$ cat src/rtl/fsm_seq_checker_sat_counter.sv
// sat_counter: up-counter that saturates at LIMIT.
//   clk, rst_n - clock and asynchronous active-low reset (count -> 0)
//   clear      - synchronous clear. Together with enable it loads 1, so the
//                first counted event can also restart the count.
//   enable     - count one step. The count holds once it reaches LIMIT.
//   count      - current value
//   sat        - high while count == LIMIT
module sat_counter #(
    parameter int               WIDTH = 4,
    parameter logic [WIDTH-1:0] LIMIT = '1
) (
    input  logic             clk,
    input  logic             rst_n,
    input  logic             clear,
    input  logic             enable,
    output logic [WIDTH-1:0] count,
    output logic             sat
);

    logic [WIDTH-1:0] count_q;
    logic [WIDTH-1:0] count_d;

    // Next count. Clear has priority. Clear with enable starts a fresh run
    // at 1. Otherwise the counter steps up until it sticks at LIMIT.
    always_comb begin
        count_d = count_q;
        if (clear) begin
            count_d = enable ? WIDTH'(1) : '0;
        end else if (enable && (count_q != LIMIT)) begin
            count_d = count_q + WIDTH'(1);
        end
    end

    // Count register.
    always_ff @(posedge clk or negedge rst_n) begin
        if (!rst_n) begin
            count_q <= '0;
        end else begin
            count_q <= count_d;
        end
    end

    assign count = count_q;
    assign sat   = (count_q == LIMIT);

endmodule

$ cat config.mk
export PLATFORM = sky130hd
export DESIGN_NAME = sat_counter
export DESIGN_NICKNAME = d
export VERILOG_FILES = /design/src/rtl/fsm_seq_checker_sat_counter.sv
export SDC_FILE = /design/constraint.sdc
export NUM_CORES = 1
export LEC_CHECK = 0
export CORE_AREA = 2 2 39 41
export CTS_BUF_LIST = sky130_fd_sc_hd__clkbuf_4 sky130_fd_sc_hd__clkbuf_8 sky130_fd_sc_hd__clkbuf_16
export CTS_CLUSTER_DIAMETER = 40
export DETAILED_ROUTE_END_ITERATION = 16
export DIE_AREA = 0 0 41 43
export GPL_ROUTABILITY_DRIVEN = 0
export PLACE_DENSITY = 0.37
export SKIP_LAST_GASP = 1
export SLEW_MARGIN = 20
export SYNTH_ARGS = -nofsm -noshare
export SYNTH_HDL_FRONTEND = slang
export SYNTH_SLANG_ARGS = --single-unit
$ cat constraint.sdc
create_clock -name clk -period 1.4 [get_ports clk]
set_input_delay 0.42 -clock clk [delete_from_list [all_inputs] [get_ports clk]]
set_output_delay 0.42 -clock clk [all_outputs]
set_load 0.02 [all_outputs]
==> out/metrics.yaml, run 1 <==
drtIter0Drc: 2
route.vias.total: 250
place_inst: 55
grt_pass1_vias: 271
p_leak_nw: 0.1918
cpMaxStageDelayCell: "dfrtp_1"
slew_headroom_pct: 87.95
finClkSkew_ns: 0.001096
p_sw_w: 0.00008730
synth.area.top_cells: "dfrtp_1, a21oi_1, ha_1, nand3_1, nor3_1"
die_h_um: 43
yosysSeqAreaShare_pct: 48.48
seqCellArea_sq_um: 100.1
place.detailed.hpwl_um: 526.2
violations: "negative setup slack"
setup.worst_path.class: "reg2out"
rows: 14
finalSetupViolCount: 1
cts_sinks: 4
viasPerCell: 4.167
status: "complete, but fails checks"
period_minus_slack_ns: 1.471
syn_nets: 28
cts_buffers: 3
antennaDiodeCount: 0
syn_avg_cell_area_sq_um: 8.976
grt_max_degree: 5
clockBufferDepth: 2
synth_area_sq_um: 206.4
cp.required_ns: 0.98
start_util_pct: 14.92
yosysWarnings: 0
crit_family: "flip-flops"
synth_top_area_cell: "dfrtp_1"
gr-total-overflow: 0
syn_to_final_growth_pct: 98.79
comb_power_share_pct: 22.3
die_w_um: 41
path_clk_slew_ns: 0.04
slew_viol_final: 0
swShare_pct: 25.20
hold_path.class: "in2async"
end_kind: "output port"
drt-wirelength-per-cell_um: 10.92
track_usage_pct: 9.091
slowest_delay_ns: 0.41
rr_worst_depth: 6
nFillCells: 149
timing.final.crit_share_pct: 105.1
crit_cells: 4
power_frac_clock_pct: 39.9
finalNonFillerCells: 60
worstMarginPinSlew_ns: 0.1793
ctsHoldBuffers: 0
ant_nets: 0
core_sq_um: 1384
path_cells: "ha_4, nand3_4, inv_2, buf_6"
grt_pass1_wl_mm: 1.007
critPathBufInv: 2
p_int_w: 0.0002591
ys_types: 14
ys_ff_latch: 4
antenna_found_initial: 0
pwr-share-seq_pct: 37.8
layout_common_cells: "buf_4, dfrtp_1, buf_2"
r2r_slack_ns: 0.20
synth_top_cell_area_share_pct: 48.48
largest_register_ffs: 4
fin_ws_ns: -0.07114
critical_path_arrival_ns: 1.05
h-tree-depth: 1
die-area_sq_um: 1763
fmax_mhz: 679.7
ir_drop_mv: 0.3076
rsz0062_at_grt: "true"
critPathLaunchType: "flop"
hold_viol_final: 0
syn_inst: 23
multi_input_area_sq_um: 123.9
drive_above_1_share_pct: 47.73
cts_tree: "built"
mostFrequentLayoutCell: "buf_4"
io_buffer_count: 8
nets: 51
insertion_delay_ns: 0.23
finalPower_w: 0.0003464
wirelength_um: 655
root_buffer: "clkbuf_4"
crit_fanout: 2
pin_count: 9
drc: 0
maxCapViolCount: 0
firstDrtPassIters: 4
power_density_nw_per_um2: 844.1
## area by class of cell
type	instances	share of cell area [%]
Timing Repair Buffer	18	33.23
Inverter	2	1.829
Multi-Input combinational cell	17	30.18
Tap cell	16	4.878
Sequential cell	4	24.39
Clock buffer	3	5.488
## cell usage after synthesis
library cell,n
nand3_1,2
nand2_1,1
nor2b_1,1
a21oi_1,3
nand4_1,1
nor2_1,1
o21ai_0,2
ha_1,1
dfrtp_1,4
o2bb2ai_1,1
or2_0,1
a31oi_1,1
nor3_1,2
inv_1,2
## power groups by stage
stage	combinational, W	clock [W]	sequential, W
floorplan	0.0000164	0	0.000140
global placement	0.0000745	0	0.000128
detailed placement	0.0000754	0	0.000129
CTS	0.0000763	0.000148	0.000131
global route	0.0000856	0.000149	0.000132
finish	0.0000772	0.000138	0.000131
## per-stage QoR
stage / setup TNS, ns / area, sq um / utilization, % / hold slack, ns / worst slack, ns
after floorplan: 0 / 206.4 / - / 0.1244 / 0.02491
after global placement: -0.6953 / 366.6 / 26.49 / 0.6338 / -0.3226
after detailed placement: -0.8122 / 366.6 / 26.49 / 0.6342 / -0.3723
after CTS: -0.07978 / 410.4 / 29.66 / 0.3824 / -0.07978
after global routing: -0.1093 / 410.4 / 29.66 / 0.3968 / -0.1093
final: -0.07114 / 410.4 / 29.66 / 0.3870 / -0.07114
## worst paths after layout
path | startpoint | to
max in group asynchronous | rst_n | count[2]
worst max-delay path | count[1] | sat
worst max register to register | count[1] | count[0]
min in group clk | count[3] | count[3]
worst min-delay path | rst_n | count[0]
worst min register to register | count[3] | count[3]
## repair_timing
item | in CTS | in global routing
resized for setup | 26 | 0
pin swaps | 1 | 1
endpoints found under the setup margin | 5 | 1
buffers inserted | 2 | 0
## cell families (layout without fill, tap and decap cells)
logic type | after synthesis | count (layout) | share of synthesized area (%)
AO/OA/AOI/OAI | 7 | 7 | 19.39
adder cells (fa/ha/maj) | 1 | 1 | 6.060
flip-flops | 4 | 4 | 48.49
AND/OR/NAND/NOR | 9 | 9 | 22.43
buffers and inverters | 2 | 23 | 3.638
## metal layers
metal  vias to the layer above  GRT usage, %  part of all wire, %
li1                        127             -                    -
met1                       115         9.180                   41
met2                         8         14.69                   52
met3                         0         1.571                  6.9
met4                         0         8.000                    0
met5                         -             0                    0
(Power assumes the default switching activity.)
==> run 2: changes to the inputs <==
--- a/config.mk
+++ b/config.mk
@@ -12,6 +12,7 @@
 export DIE_AREA = 0 0 41 43
 export GPL_ROUTABILITY_DRIVEN = 0
 export PLACE_DENSITY = 0.37
+export RECOVER_POWER = 25
 export SKIP_LAST_GASP = 1
 export SLEW_MARGIN = 20
 export SYNTH_ARGS = -nofsm -noshare
==> run 2 against run 1 <==
  * The flow still finishes with violations (negative setup slack)
  * Sequential cell count stayed put
  * Combinational power is 0.6% lower
  * Hold slack better by 0.070 ns
  * Critical path depth stayed put
  * Final area stayed put
  * Total power is 0.16% lower
  * Final cell count stayed put
  * Largest power group unchanged
==> out/metrics.yaml, run 2 (synthesis results as in run 1) <==
cts_tree: "built"
die_h_um: 43
slew_headroom_pct: 87.95
drtIter0Drc: 2
timing.final.crit_share_pct: 105.1
slowest_delay_ns: 0.41
finClkSkew_ns: 0.001096
drive_above_1_share_pct: 47.73
wirelength_um: 655
critPathCapture: "sat"
critPathLaunchType: "flop"
die-area_sq_um: 1763
preCtsSetupSlack_ns: -0.3723
crit_family: "flip-flops"
root_buffer: "clkbuf_4"
r2r-end: "count[0]"
worstMarginPinSlew_ns: 0.1793
violations: "negative setup slack"
grt_pass1_vias: 271
ir_drop_mv: 0.3076
viasPerCell: 4.167
slew_viol_final: 0
crit_fanout: 2
rows: 14
cts_sinks: 4
h-tree-depth: 1
power_density_nw_per_um2: 842.7
gr-total-overflow: 0
route.vias.total: 250
p_leak_nw: 0.1921
finalSetupViolCount: 1
cp.required_ns: 0.98
end_kind: "output port"
die_w_um: 41
critical_path_arrival_ns: 1.05
cts_buffers: 3
nFillCells: 149
seqCellArea_sq_um: 100.1
multi_input_area_sq_um: 123.9
startpoint: "count[1]"
clockBufferDepth: 2
critPathBufInv: 2
fin_ws_ns: -0.07114
grt_pass1_wl_mm: 1.007
status: "complete, but fails checks"
core_sq_um: 1384
largest_register_ffs: 4
crit_cells: 4
cpMaxStageDelayCell: "dfrtp_1"
grt_max_degree: 5
insertion_delay_ns: 0.23
setup.worst_path.class: "reg2out"
hold_viol_final: 0
antennaDiodeCount: 0
maxCapViolCount: 0
pin_count: 9
syn_to_final_growth_pct: 98.79
finalSetupTns_ns: -0.07114
track_usage_pct: 9.091
path_clk_slew_ns: 0.04
mostFrequentLayoutCell: "buf_4"
path_cells: "ha_4, nand3_4, inv_2, buf_6"
io_buffer_count: 8
hold_path.class: "in2async"
fmax_mhz: 679.7
ant_nets: 0
place.detailed.hpwl_um: 526.2
r2r-start: "count[1]"
period_minus_slack_ns: 1.471
antenna_found_initial: 0
layout_common_cells: "buf_4, dfrtp_1, buf_2, a21oi_1, clkbuf_4"
drc: 0
firstDrtPassIters: 4
drt-wirelength-per-cell_um: 10.92
rr_worst_depth: 6
r2r_slack_ns: 0.20
nets: 51
rsz0062_at_grt: "true"
start_util_pct: 14.92
ctsHoldBuffers: 0
==> run 2: metal layers <==
layer / track usage [%] / vias up / share of wire [%]
met2: 14.69 / 8 / 52
met3: 1.571 / 0 / 6.9
met5: 0 / - / 0
met4: 8.000 / 0 / 0
met1: 9.180 / 115 / 41
li1: - / 127 / -
==> run 2: how the worst min path moves through the flow <==
| stage | endpoint | cells after the start | startpoint | slack (ns) |
|---|---|---|---|---|
| after detailed placement | count[2] | 1 | rst_n | 0.63 |
| after CTS | count[1] | 1 | rst_n | 0.38 |
| final | count[0] | 1 | rst_n | 0.46 |
| after global placement | count[3] | 1 | rst_n | 0.63 |
| after global routing | count[2] | 1 | rst_n | 0.47 |
| after floorplan | count[0] | 0 | rst_n | 0.12 |
==> run 2: area by class of cell <==
cell class	count	area share, %
Inverter	2	1.829
Tap cell	16	4.878
Sequential cell	4	24.39
Timing Repair Buffer	18	33.23
Multi-Input combinational cell	17	30.18
Clock buffer	3	5.488
==> run 2: power breakdown <==
group	total, W	internal [W]	switching (W)
registers	0.000131	0.000123	0.00000782
logic	0.0000767	0.0000398	0.0000369
clock network	0.000138	0.0000956	0.0000426
total	0.000346	0.000259	0.0000873
==> run 2: metrics by stage <==
step / hold slack [ns] / total power, W / cells / utilization (%) / instance area (sq um)
after floorplan: 0.1244 / 0.0001562 / 23 / - / 206.4
after global placement: 0.6338 / 0.0002025 / 55 / 26.49 / 366.6
after detailed placement: 0.6342 / 0.0002039 / 55 / 26.49 / 366.6
after CTS: 0.3824 / 0.0003548 / 60 / 29.66 / 410.4
after global routing: 0.4672 / 0.0003661 / 60 / 29.66 / 410.4
final: 0.4569 / 0.0003458 / 60 / 29.66 / 410.4
==> run 2: timing repair <==
action / CTS / global route
setup endpoints to repair: 5 / 1
setup buffers: 2 / 0
pin swaps: 1 / 1
gates cloned: 0 / 0
resized for setup: 26 / 0
hold endpoints to repair: 0 / 0
